--- src/rtl/fb_pkg.sv ---
// Framebuffer constants and types shared by the scanout, framebuffer2 and drawing_engine.
package fb_pkg;
   localparam int unsigned FB_W  = 320;
   localparam int unsigned FB_H  = 240;
   localparam int unsigned FB_DW = 8;
   localparam int unsigned FB_AW = 17;

   typedef logic [FB_AW-1:0] fb_addr_t;
   typedef logic [FB_DW-1:0] fb_pix_t;

   typedef enum logic {SW_IDLE, SW_PENDING} swap_state_t;
endpackage

--- src/rtl/fb_scanout_if.sv ---
// Frame memory read bus between fb_scanout (master) and the framebuffer (slave).
interface fb_scanout_if #(
   parameter int AW = 17,
   parameter int DW = 8
);
   logic          rd_en;
   logic [AW-1:0] rd_addr;
   logic          rd_buf;
   logic [DW-1:0] rd_data;

   modport master (output rd_en, output rd_addr, output rd_buf, input rd_data);
   modport slave  (input rd_en, input rd_addr, input rd_buf, output rd_data);
endinterface

--- src/rtl/fb_addr_gen.sv ---
// Visible-area decode and multiplier-free read address generation with 2x2 pixel replication.
module fb_addr_gen
   import fb_pkg::*;
#(
   parameter int W  = FB_W,
   parameter int H  = FB_H,
   parameter int AW = FB_AW
) (
   input  logic          Clk,
   input  logic          Reset,
   input  logic          i_pixel_en,
   input  logic [9:0]    i_x,
   input  logic [9:0]    i_y,
   input  logic          i_buf,
   output logic          o_rd_en,
   output logic [AW-1:0] o_rd_addr,
   output logic          o_rd_buf,
   output logic          o_blank
);

   logic [AW-1:0] r_line_base;
   logic          r_sync;
   logic          w_row0;
   logic          w_area;
   logic          w_vis;
   logic          w_last;
   logic [AW-1:0] w_base;
   logic [AW-1:0] w_addr;

   // Reads are suppressed after reset until the raster reaches row 0, so a
   // mid-frame reset cannot fetch from a line_base that is out of step.
   always_comb begin
      w_row0 = (i_y == 10'd0);
      w_area = (i_x < 10'(2*W)) && (i_y < 10'(2*H));
      w_vis  = w_area && (r_sync || w_row0);
      w_base = w_row0 ? '0 : r_line_base;
      w_addr = w_base + AW'(i_x[9:1]);
      w_last = w_vis && (i_x == 10'(2*W-1)) && i_y[0];
   end

   always_ff @(posedge Clk) begin
      if (Reset) begin
         r_line_base <= '0;
         r_sync      <= 1'b0;
         o_rd_en     <= 1'b0;
         o_rd_addr   <= '0;
         o_rd_buf    <= 1'b0;
         o_blank     <= 1'b0;
      end else begin
         o_rd_en <= i_pixel_en && w_vis;
         o_blank <= i_pixel_en && !w_vis;
         if (i_pixel_en && w_row0)
            r_sync <= 1'b1;
         if (i_pixel_en && w_vis) begin
            o_rd_addr <= w_addr;
            o_rd_buf  <= i_buf;
         end
         if (i_pixel_en) begin
            if (w_last)
               r_line_base <= w_base + AW'(W);
            else if (w_row0)
               r_line_base <= '0;
         end
      end
   end

endmodule

--- src/rtl/fb_scanout.sv ---
// Framebuffer scanout: 3-cycle read pipeline plus front/back buffer swap at frame end.
// FB_SCANOUT_DOUBLE_BUFFER_EN enables the swap FSM; otherwise a single buffer is used.
module fb_scanout
   import fb_pkg::*;
#(
   parameter int W  = FB_W,
   parameter int H  = FB_H,
   parameter int DW = FB_DW,
   parameter int AW = FB_AW
) (
   input  logic          Clk,
   input  logic          Reset,
   input  logic          pixel_en,
   input  logic [9:0]    DrawX,
   input  logic [9:0]    DrawY,
   input  logic          swap_req,
   output logic          swap_ack,
   output logic          buffer_using,
   fb_scanout_if.master  mem,
   output logic [DW-1:0] pix_out,
   output logic          pix_valid
);

   logic          w_rd_en;
   logic [AW-1:0] w_rd_addr;
   logic          w_rd_buf;
   logic          w_blank;
   logic          r_vld2;
   logic          r_blk2;

   fb_addr_gen #(.W(W), .H(H), .AW(AW)) u_addr_gen (
      .Clk        (Clk),
      .Reset      (Reset),
      .i_pixel_en (pixel_en),
      .i_x        (DrawX),
      .i_y        (DrawY),
      .i_buf      (buffer_using),
      .o_rd_en    (w_rd_en),
      .o_rd_addr  (w_rd_addr),
      .o_rd_buf   (w_rd_buf),
      .o_blank    (w_blank)
   );

   assign mem.rd_en   = w_rd_en;
   assign mem.rd_addr = w_rd_addr;
   assign mem.rd_buf  = w_rd_buf;

   // The blank marker travels alongside the read valid so blanking keeps the same latency.
   always_ff @(posedge Clk) begin
      if (Reset) begin
         r_vld2    <= 1'b0;
         r_blk2    <= 1'b0;
         pix_out   <= '0;
         pix_valid <= 1'b0;
      end else begin
         r_vld2 <= w_rd_en;
         r_blk2 <= w_blank;
         if (r_vld2) begin
            pix_out   <= mem.rd_data;
            pix_valid <= 1'b1;
         end else if (r_blk2) begin
            pix_out   <= '0;
            pix_valid <= 1'b0;
         end
      end
   end

`ifdef FB_SCANOUT_DOUBLE_BUFFER_EN
   swap_state_t r_state;
   swap_state_t w_next;
   logic        w_fe;
   logic        w_swap;

   always_comb begin
      w_fe   = pixel_en && (DrawX == 10'd0) && (DrawY == 10'(2*H));
      w_next = r_state;
      w_swap = 1'b0;
      case (r_state)
         SW_IDLE:    if (swap_req) w_next = SW_PENDING;
         SW_PENDING: if (w_fe) begin
            w_swap = 1'b1;
            w_next = SW_IDLE;
         end
         default:    w_next = SW_IDLE;
      endcase
   end

   always_ff @(posedge Clk) begin
      if (Reset) begin
         r_state      <= SW_IDLE;
         swap_ack     <= 1'b0;
         buffer_using <= 1'b0;
      end else begin
         r_state  <= w_next;
         swap_ack <= w_swap;
         if (w_swap)
            buffer_using <= ~buffer_using;
      end
   end
`else
   assign buffer_using = 1'b0;

   always_ff @(posedge Clk) begin
      if (Reset)
         swap_ack <= 1'b0;
      else
         swap_ack <= swap_req;
   end
`endif

endmodule

--- src/flat_wrapper.sv ---
// flat-port wrapper written by rule: the top's interface ports become plain ports
module fb_scanout_flat import fb_pkg::*;
#(
   parameter int W  = FB_W,
   parameter int H  = FB_H,
   parameter int DW = FB_DW,
   parameter int AW = FB_AW
)
  (Clk, Reset, pixel_en, DrawX, DrawY, swap_req, swap_ack, buffer_using, pix_out, pix_valid, mem_rd_en, mem_rd_addr, mem_rd_buf, mem_rd_data);
  fb_scanout_if #(.AW(AW), .DW(DW)) mem_i ();
  input  logic Clk;
  input  logic Reset;
  input  logic pixel_en;
  input  logic [9:0] DrawX;
  input  logic [9:0] DrawY;
  input  logic swap_req;
  output logic swap_ack;
  output logic buffer_using;
  output logic [DW-1:0] pix_out;
  output logic pix_valid;
  output wire logic [$bits(mem_i.rd_en)-1:0] mem_rd_en;
  output wire logic [$bits(mem_i.rd_addr)-1:0] mem_rd_addr;
  output wire logic [$bits(mem_i.rd_buf)-1:0] mem_rd_buf;
  input wire logic [$bits(mem_i.rd_data)-1:0] mem_rd_data;
  assign mem_rd_en = mem_i.rd_en;
  assign mem_rd_addr = mem_i.rd_addr;
  assign mem_rd_buf = mem_i.rd_buf;
  assign mem_i.rd_data = mem_rd_data;
  fb_scanout #(.W(W), .H(H), .DW(DW), .AW(AW)) u_core (.Clk(Clk), .Reset(Reset), .pixel_en(pixel_en), .DrawX(DrawX), .DrawY(DrawY), .swap_req(swap_req), .swap_ack(swap_ack), .buffer_using(buffer_using), .mem(mem_i), .pix_out(pix_out), .pix_valid(pix_valid));
endmodule
--- config.mk ---
export PLATFORM = sky130hd
export DESIGN_NAME = fb_scanout_flat
export DESIGN_NICKNAME = d
export VERILOG_FILES = /design/src/rtl/fb_pkg.sv /design/src/rtl/fb_scanout_if.sv /design/src/rtl/fb_addr_gen.sv /design/src/rtl/fb_scanout.sv /design/src/flat_wrapper.sv
export SDC_FILE = /design/constraint.sdc
export NUM_CORES = 1
export LEC_CHECK = 0
export ABC_AREA = 0
export CORE_ASPECT_RATIO = 1.75
export CORE_MARGIN = 1
export CORE_UTILIZATION = 45
export DETAILED_ROUTE_END_ITERATION = 16
export GPL_TIMING_DRIVEN = 0
export PLACE_DENSITY = 0.76
export SYNTH_ARGS = -nofsm -noshare
export SYNTH_HDL_FRONTEND = slang
export SYNTH_SLANG_ARGS = --single-unit
export TNS_END_PERCENT = 30
--- constraint.sdc ---
create_clock -name Clk -period 3.25 [get_ports Clk]
set_clock_uncertainty 0.1 [all_clocks]
set_input_delay 0.65 -clock Clk [delete_from_list [all_inputs] [get_ports Clk]]
set_output_delay 0.65 -clock Clk [all_outputs]
set_load 0.05 [all_outputs]
* Word level (Yosys, flattened, before mapping)
Cells that the tools add are included.
Word-level totals: input port bits 32, flip-flop bits (word level) 49, output and inout bits 30, word-level logic and storage cells 32
Operators by class: equality and inequality tests 1, add/sub/neg operators 2, mux-type cells 6, reduce and logical (&&, ||, !) cells 11, magnitude comparators 2
Operator list (number):
- $mux W17 | 2
- $add A17 B9 Y17 | 1
- $add A17 B9 Y17 const B | 1
- $mux W8 | 2
- $eq A10 B10 Y1 const B | 1
- $logic_not A10 Y1 | 1
- $lt A10 B10 Y1 const B | 1
- $lt A10 B9 Y1 const B | 1
- $logic_and A1 B1 Y1 | 7
- $mux W1 | 2
- $reduce_bool A2 Y1 | 1
- $logic_not A1 Y1 | 1
- $logic_or A1 B1 Y1 | 1

* Depth between registers and ports, before layout
Gate-level depths: netlist of run 1.
depth in word-level cells 6, gate-level depth with buffers 13, mapped depth without buffers 12

* Hierarchy
From an unflattened synthesis of run 1, not the netlist that was laid out.
Second synthesis, totals: cells, all modules 303, area total of the unflattened synthesis 2581.2 um^2
Modules (own cells, without submodules):
- fb_addr_gen | seq. area each 760.7 um^2, instances 1, area each 2129.5 um^2, cells each 254
- fb_scanout | seq. area each 240.2 um^2, instances 1, area each 451.7 um^2, cells each 49

* Worst setup path before layout of run 1
Ideal clock, no wire load.
kind input port to flip-flop, start in DrawY[0], end reg u_core.u_addr_gen.o_rd_addr[13], arrival time 3.304 ns, setup time 0.091 ns, required time 3.059 ns, stages on the path 10, path slack -0.245 ns, path buffers 1, cell sequence nor4_4 -> nand3_1 -> clkbuf_1 -> and2_1 -> ha_1 -> o21ai_1 -> or3_1 -> a21o_1 -> or4_1 -> a311oi_1
On the way: elaborated cells on any way between the ends 8, those cells by class add/sub: 1; order compare: 1; mux: 1; reduce/logical: 5
RTL lines:
- start: declaration | line flat_wrapper.sv:15 | input logic [9:0] DrawY;
- $logic_not A10 Y1 | line fb_addr_gen.sv:33 | w_row0 = (i_y == 10'd0);
- $mux W17
- via u_core.u_addr_gen.w_base[3] | line fb_addr_gen.sv:27 | logic [AW-1:0] w_base;
- $add A17 B9 Y17 | line fb_addr_gen.sv:37 | w_addr = w_base + AW'(i_x[9:1]);
- end signal: assignment | line fb_addr_gen.sv:55 | o_rd_addr <= w_addr;
- end: declaration | line fb_addr_gen.sv:16 | output logic [AW-1:0] o_rd_addr,
The timed path passes the listed nets, and every way through them passes these cells. A chain may end at the register's enable or synchronous reset.

* Worst setup path after layout of run 1
start in DrawY[1], end reg u_core.u_addr_gen.o_rd_addr[13]
Same word-level chain as after synthesis.

==> results of run 1 <==
==> cells in the final DEF, fill, tap and decap left out, drive strengths merged, types with 3 or more instances in the layout <==
master,count
dfxtp,49
clkdlybuf4s50,48
nand2,37
nor2,31
a21oi,29
xnor2,16
clkbuf,16
and2,14
buf,11
nor3b,10
dlygate4sd2,10
ha,10
a211oi,9
nand4,7
nand2b,7
a21o,6
inv,6
o211ai,5
o21ai,5
or3,4
nand3,4
and3,3
nor2b,3
nor4,3
nor3,3
a31oi,3
==> worst max-delay path, cell delays in order <==
cell and delay (ns):
dlygate4sd2_1 0.26, nor4_4 0.37, nand3_4 0.12, buf_8 0.15
and2_1 0.18, ha_4 0.32, nand2_2 0.08, or3_1 0.32
a21o_1 0.22, or4_1 0.41, a311oi_1 0.21
==> kinds of logic (layout without fill, tap and decap cells) <==
family | after synthesis | count (layout) | synth area share
other | 1 | 2 | 0.00145
flip-flops | 49 | 49 | 0.379
XOR/XNOR | 17 | 17 | 0.0576
adder cells (fa/ha/maj) | 11 | 11 | 0.0561
AO/OA/AOI/OAI | 68 | 68 | 0.173
multiplexers | 1 | 1 | 0.00581
AND/OR/NAND/NOR | 133 | 133 | 0.294
buffers and inverters | 20 | 93 | 0.0324
==> timing repair <==
item	in CTS	in global routing
endpoints found under the setup margin	12	8
pin swaps	7	9
setup buffers	7	0
gates resized for setup	19	9
==> routing by layer <==
layer  GRT usage  vias up  share of wire
met2       0.409       82           0.57
li1            -     1195              -
met1       0.220     1092           0.36
met3      0.0266       17          0.045
met4       0.101        0          0.029
met5           0        -              0
==> flip-flops by register name, indices dropped and copies added, names as in the netlist <==
signal / flops
u_core.pix_out: 8
u_core.u_addr_gen.o_rd_en: 1
u_core.u_addr_gen.o_blank: 1
u_core.u_addr_gen.o_rd_addr: 17
u_core.r_blk2: 1
u_core.pix_valid: 1
u_core.r_vld2: 1
u_core.u_addr_gen.r_line_base: 17
u_core.swap_ack: 1
u_core.u_addr_gen.r_sync: 1
==> power by group <==
| part | switching (uW) | internal [uW] | total [uW] |
|---|---|---|---|
| sequential | 0.487 | 602 | 602 |
| combinational | 56.2 | 50.2 | 106 |
| clock | 205 | 250 | 455 |
==> area by class of cell <==
cell class,count,share of cell area
Buffer,14,0.0202
Clock buffer,6,0.0230
Clock inverter,2,0.0104
Inverter,6,0.00627
Multi-Input combinational cell,232,0.468
Sequential cell,49,0.273
Tap cell,76,0.0265
Timing Repair Buffer,65,0.173
==> path summary, 6_finish.rpt <==
| check | depth (start not counted) | start | to | slack, ns |
|---|---|---|---|---|
| setup / recovery | 11 | DrawY[1] | u_core.u_addr_gen.o_rd_addr[13]$_SDFFE_PP0P_ | 0.08 |
| hold / removal | 2 | u_core.u_addr_gen.o_rd_addr[6]$_SDFFE_PP0P_ | u_core.u_addr_gen.o_rd_addr[6]$_SDFFE_PP0P_ | 0.36 |
| setup reg to reg | 10 | u_core.u_addr_gen.r_line_base[0]$_SDFFE_PP0P_ | u_core.u_addr_gen.o_rd_addr[12]$_SDFFE_PP0P_ | 0.80 |
| hold reg to reg | 2 | u_core.u_addr_gen.o_rd_addr[6]$_SDFFE_PP0P_ | u_core.u_addr_gen.o_rd_addr[6]$_SDFFE_PP0P_ | 0.36 |
==> metrics by stage <==
stage	std cells	area, sq um
3_5_place_dp	435	3360
6_report	450	3590
2_1_floorplan	301	2680
3_3_place_gp	435	3360
4_1_cts	450	3560
5_1_grt	450	3590
==> results.md, run 1 <==
- The number of nets in the finished design is 416.
- The number of global-route vias before repair is 2294.
- Setup total negative slack on the finished layout was measured at 0 ns.
- The synthesized area per cell is 8.62 sq um.
- At the end of the flow the core is filled with cells to 0.649.
- After detailed routing, the number of remaining DRC violations is 0.
- The clock latency on the worst-skew pair is 0.30 ns.
- Buffers inserted during clock tree synthesis total 5.
- For this design the ratio of total power to cell area is 324 nW/um^2.
- In this run the static leakage power is 0.00133 uW.
- For this run, the number of Yosys warnings is 0.
- The largest area contributor in the netlist is dfxtp_1.
- For this run, the top clock speed supported by timing is 0.315 GHz.
- Of all nets on the critical path, the largest fanout is 8.
- The residual overflow from global routing is 0.
- The initial antenna violation count was 0.
- Setup repair after global routing could not meet its margin everywhere.
- Row generation in the floorplan step produced 36 rows.
- The antenna diode instance count is 0.
- The multi-input combinational cells in the finished layout cover a total of 1680 sq um.
- The normalized max-slew margin is 0.651.
- Summing over every cut layer, the via total after detailed routing is 2386.
- For this configuration, the core starts out at a cell density of 0.467.
- The floorplan step defined a core boundary enclosing 5540 sq um.
- The flip-flop and latch area is 981 sq um.
- For this run, the detailed router's first-pass iteration total came to 4.
- The fraction of layout cells with a size suffix above 1 is 0.150.
- The count of boundary I/O pins is 62.
- The setup slack at placement is -0.933 ns.
- The post-detailed-route wirelength per cell is 13.4 um.
- The design draws 1160 uW.
- The unique cell type count in the Yosys netlist is 52.
- After synthesis, the most frequently instantiated cells are dfxtp_1 (49), nand2_1 (34), nor2_1 (30).
- The count of input and output buffers is 58.
- The clock net in this run drives a total of 49 sinks.
- The HPWL reported at the end of detailed placement is 4740 um.
- The CTS tree is yes.
- Among all cell types in the netlist, the one instantiated most often is dfxtp_1.
- The global-route wire length before repair is 9940 um.
- The detail route stage leaves a number of antenna-violating nets equal to 0.
- The total detailed-routing wirelength is 6020 um.
- The summed instance area of the synthesized netlist is 2580 sq um.
- The number of hold-slack violations in the final timing report came to 0.
- The number of maximum-capacitance constraint violations is 0.
- Of the post-synthesis cell area, the dominant cell type holds 0.379.
- The type of element launching the critical path is an input port.
- For this run, the register share of the synthesized area comes to 0.379.
- The count of filler cells inserted in the layout is 484.
- The clock passes through at most 2 buffers.
- The die covers 6060 sq um.
- Counting flops with a built-in enable in the synthesized netlist gives 0.
- By area the synthesized netlist is led by dfxtp_1 (38%), a21oi_1 (5.6%), xnor2_1 (5.4%).
- Synthesis produced a netlist whose cell count is 300.
- The H-tree depth is 2.
- The class of the tightest hold or removal check is reg2reg.
- For this run, asynchronously set or reset flops after synthesis account for 0.
- From left edge to right edge, the die measures 59.3 um.
- The routability congestion estimate from global placement is 0.848.
- The pin count of the biggest net entering global routing is 16.
- STA classifies the critical path endpoint as a flop.
- The share of the clock period used by the worst path after layout is 0.977.
- Measured along the y axis, the die boundary spans 102 um.
- For this design, the CTS-stage hold fixing added 0 buffers.
- The clock root buffer master is clkbuf_8.
- The peak ir drop on the vdd network is 187 uV.
- At the worst endpoint, the arrival time is 3.29 ns.
- The relative area change from synthesis to final layout is 39.0%.
- Setup violations remaining at the end of the flow were counted as 0.
- The worst hold margin is 0.355 ns.
- The total of flip-flops plus latches after synthesis is 49.
- The violation count after the first detailed-routing iteration is 74.
- For the pin with the worst max-slew slack, the measured transition is 0.524 ns.
- After clock tree synthesis, the clock-pin slew on the worst setup and hold paths is 0.09 ns.
- The post-route worst setup slack is 0.0753 ns.
- The count of final max-slew check failures is 0.
- Dividing the detail-routed via count by the number of cells gives 5.30.
- For this run, the total global-route usage over all layers was measured as 0.214.
- The leading register cell type out of synthesis is dfxtp_1.
- The clock period minus worst slack is 3.17 ns.
- The flow ran to the end, and the final reports show no timing, DRC or antenna violations.
- The data required time at the worst endpoint is 3.37 ns.
- The classification of the worst setup path is in2reg.
Note: power is estimated with default switching activity, not from simulation.
==> run 2: changes to the inputs <==
ABC_AREA = 1   (was 0)
CTS_BUF_LIST = sky130_fd_sc_hd__clkbuf_8   (was not set)
==> results.md, run 2 <==
- The largest driver fanout on the critical path is 10.
- For this design the total switching power over the nets is 268 uW.
- Clock-pin slew was measured on the worst setup and hold paths at 0.10 ns.
- The pin count of the biggest net entering global routing is 16.
- The number of maximum-capacitance constraint violations is 0.
- The largest area contributor in the netlist is dfxtp_1.
- TritonCTS built the clock tree.
- In this run the cell area of the synthesized design comes to 2750 sq um.
- The initial antenna violation count is 0.
- The busiest layer in global routing is met2.
- The worst pin sits at a relative slew slack of 0.606.
- The maximum frequency from static timing analysis is 0.325 GHz.
- The run finished with clean final reports.
- For this run, the number of Yosys warnings is 0.
- The maximum buffer depth of the clock tree is 2.
- In this run the worst hold path is classified as reg2reg.
- The H-tree depth is 2.
- The count of nets left with antenna violations once routing finished came out at 0.
- The clock root buffer master is clkbuf_8.
- Global routing finished with a remaining overflow of 0.
- The internal power consumption is 830 uW.
- The type of element launching the critical path is an input port.
- The sort of element at the end of the critical path is a flop.
- The count of final max-slew check failures came to 0.
- The clock latency on the worst-skew pair is 0.30 ns.
- The fraction of synthesis flops using an asynchronous set or reset pin is 0.
- For the pin with the worst max-slew slack, the measured transition is 0.590 ns.
- Of the total power, the share spent switching nets is 0.244.
- The number of global-route vias before repair is 2644.
- Of the total power, registers draw 0.550.
- The share of total power dissipated in the clock network is 0.347.
- The HPWL reported at the end of detailed placement is 5460 um.
- In this run the horizontal extent of the chip is 61.0 um.
- After detailed routing, the number of vias per cell comes to 4.93.
- The leading register cell type out of synthesis is dfxtp_1.
- Hold repair after CTS inserted 0 buffers.
- The overall global routing resource usage is 0.228.
- The endpoint with the worst hold slack is u_core.r_blk2$_SDFF_PP0_.
- The die footprint is 6430 sq um.
- STA puts the critical path data required time at 3.37 ns.
- Setup violations remaining at the end of the flow were counted as 0.
- After the first detailed-routing iteration, the DRC count stood at 81.
- The share of the clock period used by the worst path after layout is 0.946.
- The routed design has 7030 um of wire.
- Of the total power, combinational logic draws 0.103.
- The most common library cell in the layout ignoring fill and taps is nand2_1.
- A synthesized cell averages 6.58 sq um.
- The number of enable-type register cells in the synthesized netlist is 0.
- Of the cells placed in the final design, the portion with a size suffix greater than 1 is 0.0986.
- The vertical extent of the die is 105 um.
- The area of the core is 5880 sq um.
- The worst register-to-register path begins at u_core.u_addr_gen.r_line_base[0]$_SDFFE_PP0P_.
- Total power for the finished layout comes to 1100 uW.
- The internal reg-to-reg setup slack is 1.02 ns.
- Buffers inserted during clock tree synthesis total 5.
- The worst hold path passes through 2 cells.
- For this design the ratio of total power to cell area is 305 nW/um^2.
- The clock period minus worst slack is 3.08 ns.
- The residual DRC count is 0.
- In the final routed layout, each cell accounts on average for 12.4 um.
- Summing all placed instances gives a cell area of 3430 sq um.
- The path depth of the worst reg2reg path is 17.
- The count of input and output buffers is 58.
- The share of synthesized area occupied by flip-flops and latches is 0.357.
- The capture instance of the worst register-to-register path is u_core.u_addr_gen.o_rd_addr[16]$_SDFFE_PP0P_.
- The repair_antennas step left the layout with diodes totalling 0.
- Of the post-synthesis cell area, the dominant cell type holds 0.357.
- The row count is 37.
- The largest registers in the layout are u_core.u_addr_gen.o_rd_addr (17), u_core.u_addr_gen.r_line_base (17), u_core.pix_out (8).
- The peak ir drop on the vdd network is 263 uV.
- The routability congestion estimate from global placement is 0.879.
- Detailed routing inserted a total of 2783 vias.
- In the synthesized netlist, the number of instances is 417.
- The count of boundary I/O pins is 62.
- The start point of the worst min-delay path is u_core.u_addr_gen.o_blank$_SDFF_PP0_.
- The library cell with the highest instance count after synthesis is nand2_1.
- The area of all placed cells without fillers is 3590 sq um.
- The total of flip-flops plus latches after synthesis is 49.
- The first-pass detailed-route iteration total is 5.
- The relative area change from synthesis to final layout is 30.9%.
- The global-route track usage on met3 is 0.0368.
- The unique cell type count in the Yosys netlist is 35.
- The classification of the worst setup path is in2reg.
- In the layout the commonest cells are nand2_1 (114), inv_1 (61), clkdlybuf4s50_1 (58), dfxtp_1 (49), nor2_1 (43).
- By area the synthesized netlist is led by dfxtp_1 (36%), nand2_1 (16%), inv_1 (8.3%).
- The arrival time at the worst endpoint is 3.19 ns.
- For this run, the post-layout net count is 529.
- The leakage power is 0.00166 uW.
- After synthesis, the most frequently instantiated cells are nand2_1 (117), inv_1 (61), dfxtp_1 (49), nor2_1 (49), a21oi_1 (31).
- The initial utilization of the core area, before any placement, comes to 0.467.
- The global-route met2 utilization is 0.436.
- The global-route wire length before repair is 11100 um.
- The number of hold-slack violations in the final timing report is 0.
- The number of sinks driven by the clock tree is 49.
- The met1 usage is 0.220.
-- run 2: cell types whose count changed after synthesis, sizes merged, moves of 9 or more --
| cell | delta |
|---|---|
| nor2 | +25 |
| inv | +58 |
| xnor2 | -13 |
| nand3 | +26 |
| nor3b | -10 |
| a211oi | -9 |
| nand2 | +83 |
| and2 | -13 |
-- run 2: how the worst max path moves through the flow --
stage                         from                                      endpoint  slack [ns]
after detailed placement  DrawY[5]  u_core.u_addr_gen.o_rd_addr[15]$_SDFFE_PP0P_       -0.36
after CTS                 DrawY[6]  u_core.u_addr_gen.o_rd_addr[16]$_SDFFE_PP0P_        0.02
final                     DrawY[9]  u_core.u_addr_gen.o_rd_addr[15]$_SDFFE_PP0P_        0.17
after global placement    DrawY[5]  u_core.u_addr_gen.o_rd_addr[15]$_SDFFE_PP0P_       -0.34
after global routing      DrawY[8]  u_core.u_addr_gen.o_rd_addr[15]$_SDFFE_PP0P_       -0.01
after floorplan           DrawY[4]  u_core.u_addr_gen.o_rd_addr[15]$_SDFFE_PP0P_        0.52
-- run 2: logic make-up (layout without fill, tap and decap cells) --
family / Yosys count / in the layout / synth area share
other: 1 / 2 / 0.00137
DFF: 49 / 49 / 0.357
xor gates and xnor gates: 6 / 6 / 0.0191
adders and majority gates: 11 / 11 / 0.0529
buffers and inverters: 78 / 147 / 0.113
AOI/OAI and AO/OA: 51 / 51 / 0.103
and+or+nand+nor: 221 / 221 / 0.353
-- run 2: area by class of cell --
class / instances / area, sq um
Sequential cell: 49 / 981
Clock buffer: 6 / 82.6
Timing Repair Buffer: 61 / 603
Tap cell: 78 / 97.6
Clock inverter: 2 / 13.8
Multi-Input combinational cell: 291 / 1500
Inverter: 65 / 245
Fill cell: 575 / 2280
Buffer: 13 / 70.1
-- run 2: through the flow --
step | TNS (ns) | hold slack (ns) | cells | setup WS, ns | utilization
2_1_floorplan | 0 | 0.288 | 418 | 0.516 | -
3_3_place_gp | -2.50 | 0.291 | 554 | -0.341 | 0.583
3_5_place_dp | -2.79 | 0.299 | 554 | -0.360 | 0.583
4_1_cts | 0 | 0.311 | 562 | 0.0221 | 0.600
5_1_grt | -0.0114 | 0.328 | 565 | -0.0114 | 0.611
6_report | 0 | 0.308 | 565 | 0.175 | 0.611
-- run 2: critical path, cell delays in order --
cell and delay (ns):
clkdlybuf4s50_1 0.43, nor2_1 0.18, nand2_1 0.09, nor2_2 0.13, nand2_4 0.13, nand2_1 0.10, inv_1 0.07, ha_1 0.36
nand2_1 0.09, nor2_1 0.14, inv_1 0.05, nor3_1 0.20, nor2_2 0.11, nor2_2 0.15, nand2_1 0.08, nand2_1 0.06
nand3_1 0.06, nand2_1 0.07, inv_1 0.03
-- run 2: metal layers --
layer / part of all wire / vias up
met5: 0 / -
met4: 0.027 / 0
met3: 0.039 / 15
met2: 0.56 / 67
met1: 0.38 / 1267
li1: - / 1434
-- run 2: repair_timing --
| item | in CTS | in global routing |
|---|---|---|
| setup buffers | 0 | 3 |
| endpoints found under the hold margin | 0 | 0 |
| setup endpoints to repair | 4 | 8 |
| pin swaps | 0 | 4 |
| resized for setup | 1 | 15 |
-- run 2: power groups by stage --
| stage | clock [uW] | combinational (uW) | sequential [uW] |
|---|---|---|---|
| after CTS | 391 | 108 | 603 |
| after detailed placement | 0 | 107 | 617 |
| after global placement | 0 | 106 | 617 |
| after floorplan | 0 | 50.0 | 620 |
| after global routing | 412 | 123 | 604 |
| final | 381 | 113 | 603 |
==> run 3: changes to the inputs <==
ABC_AREA = 0   (was 1)
==> results of run 3 <==
Final layout, timing and power as in run 1 (identical DEF).
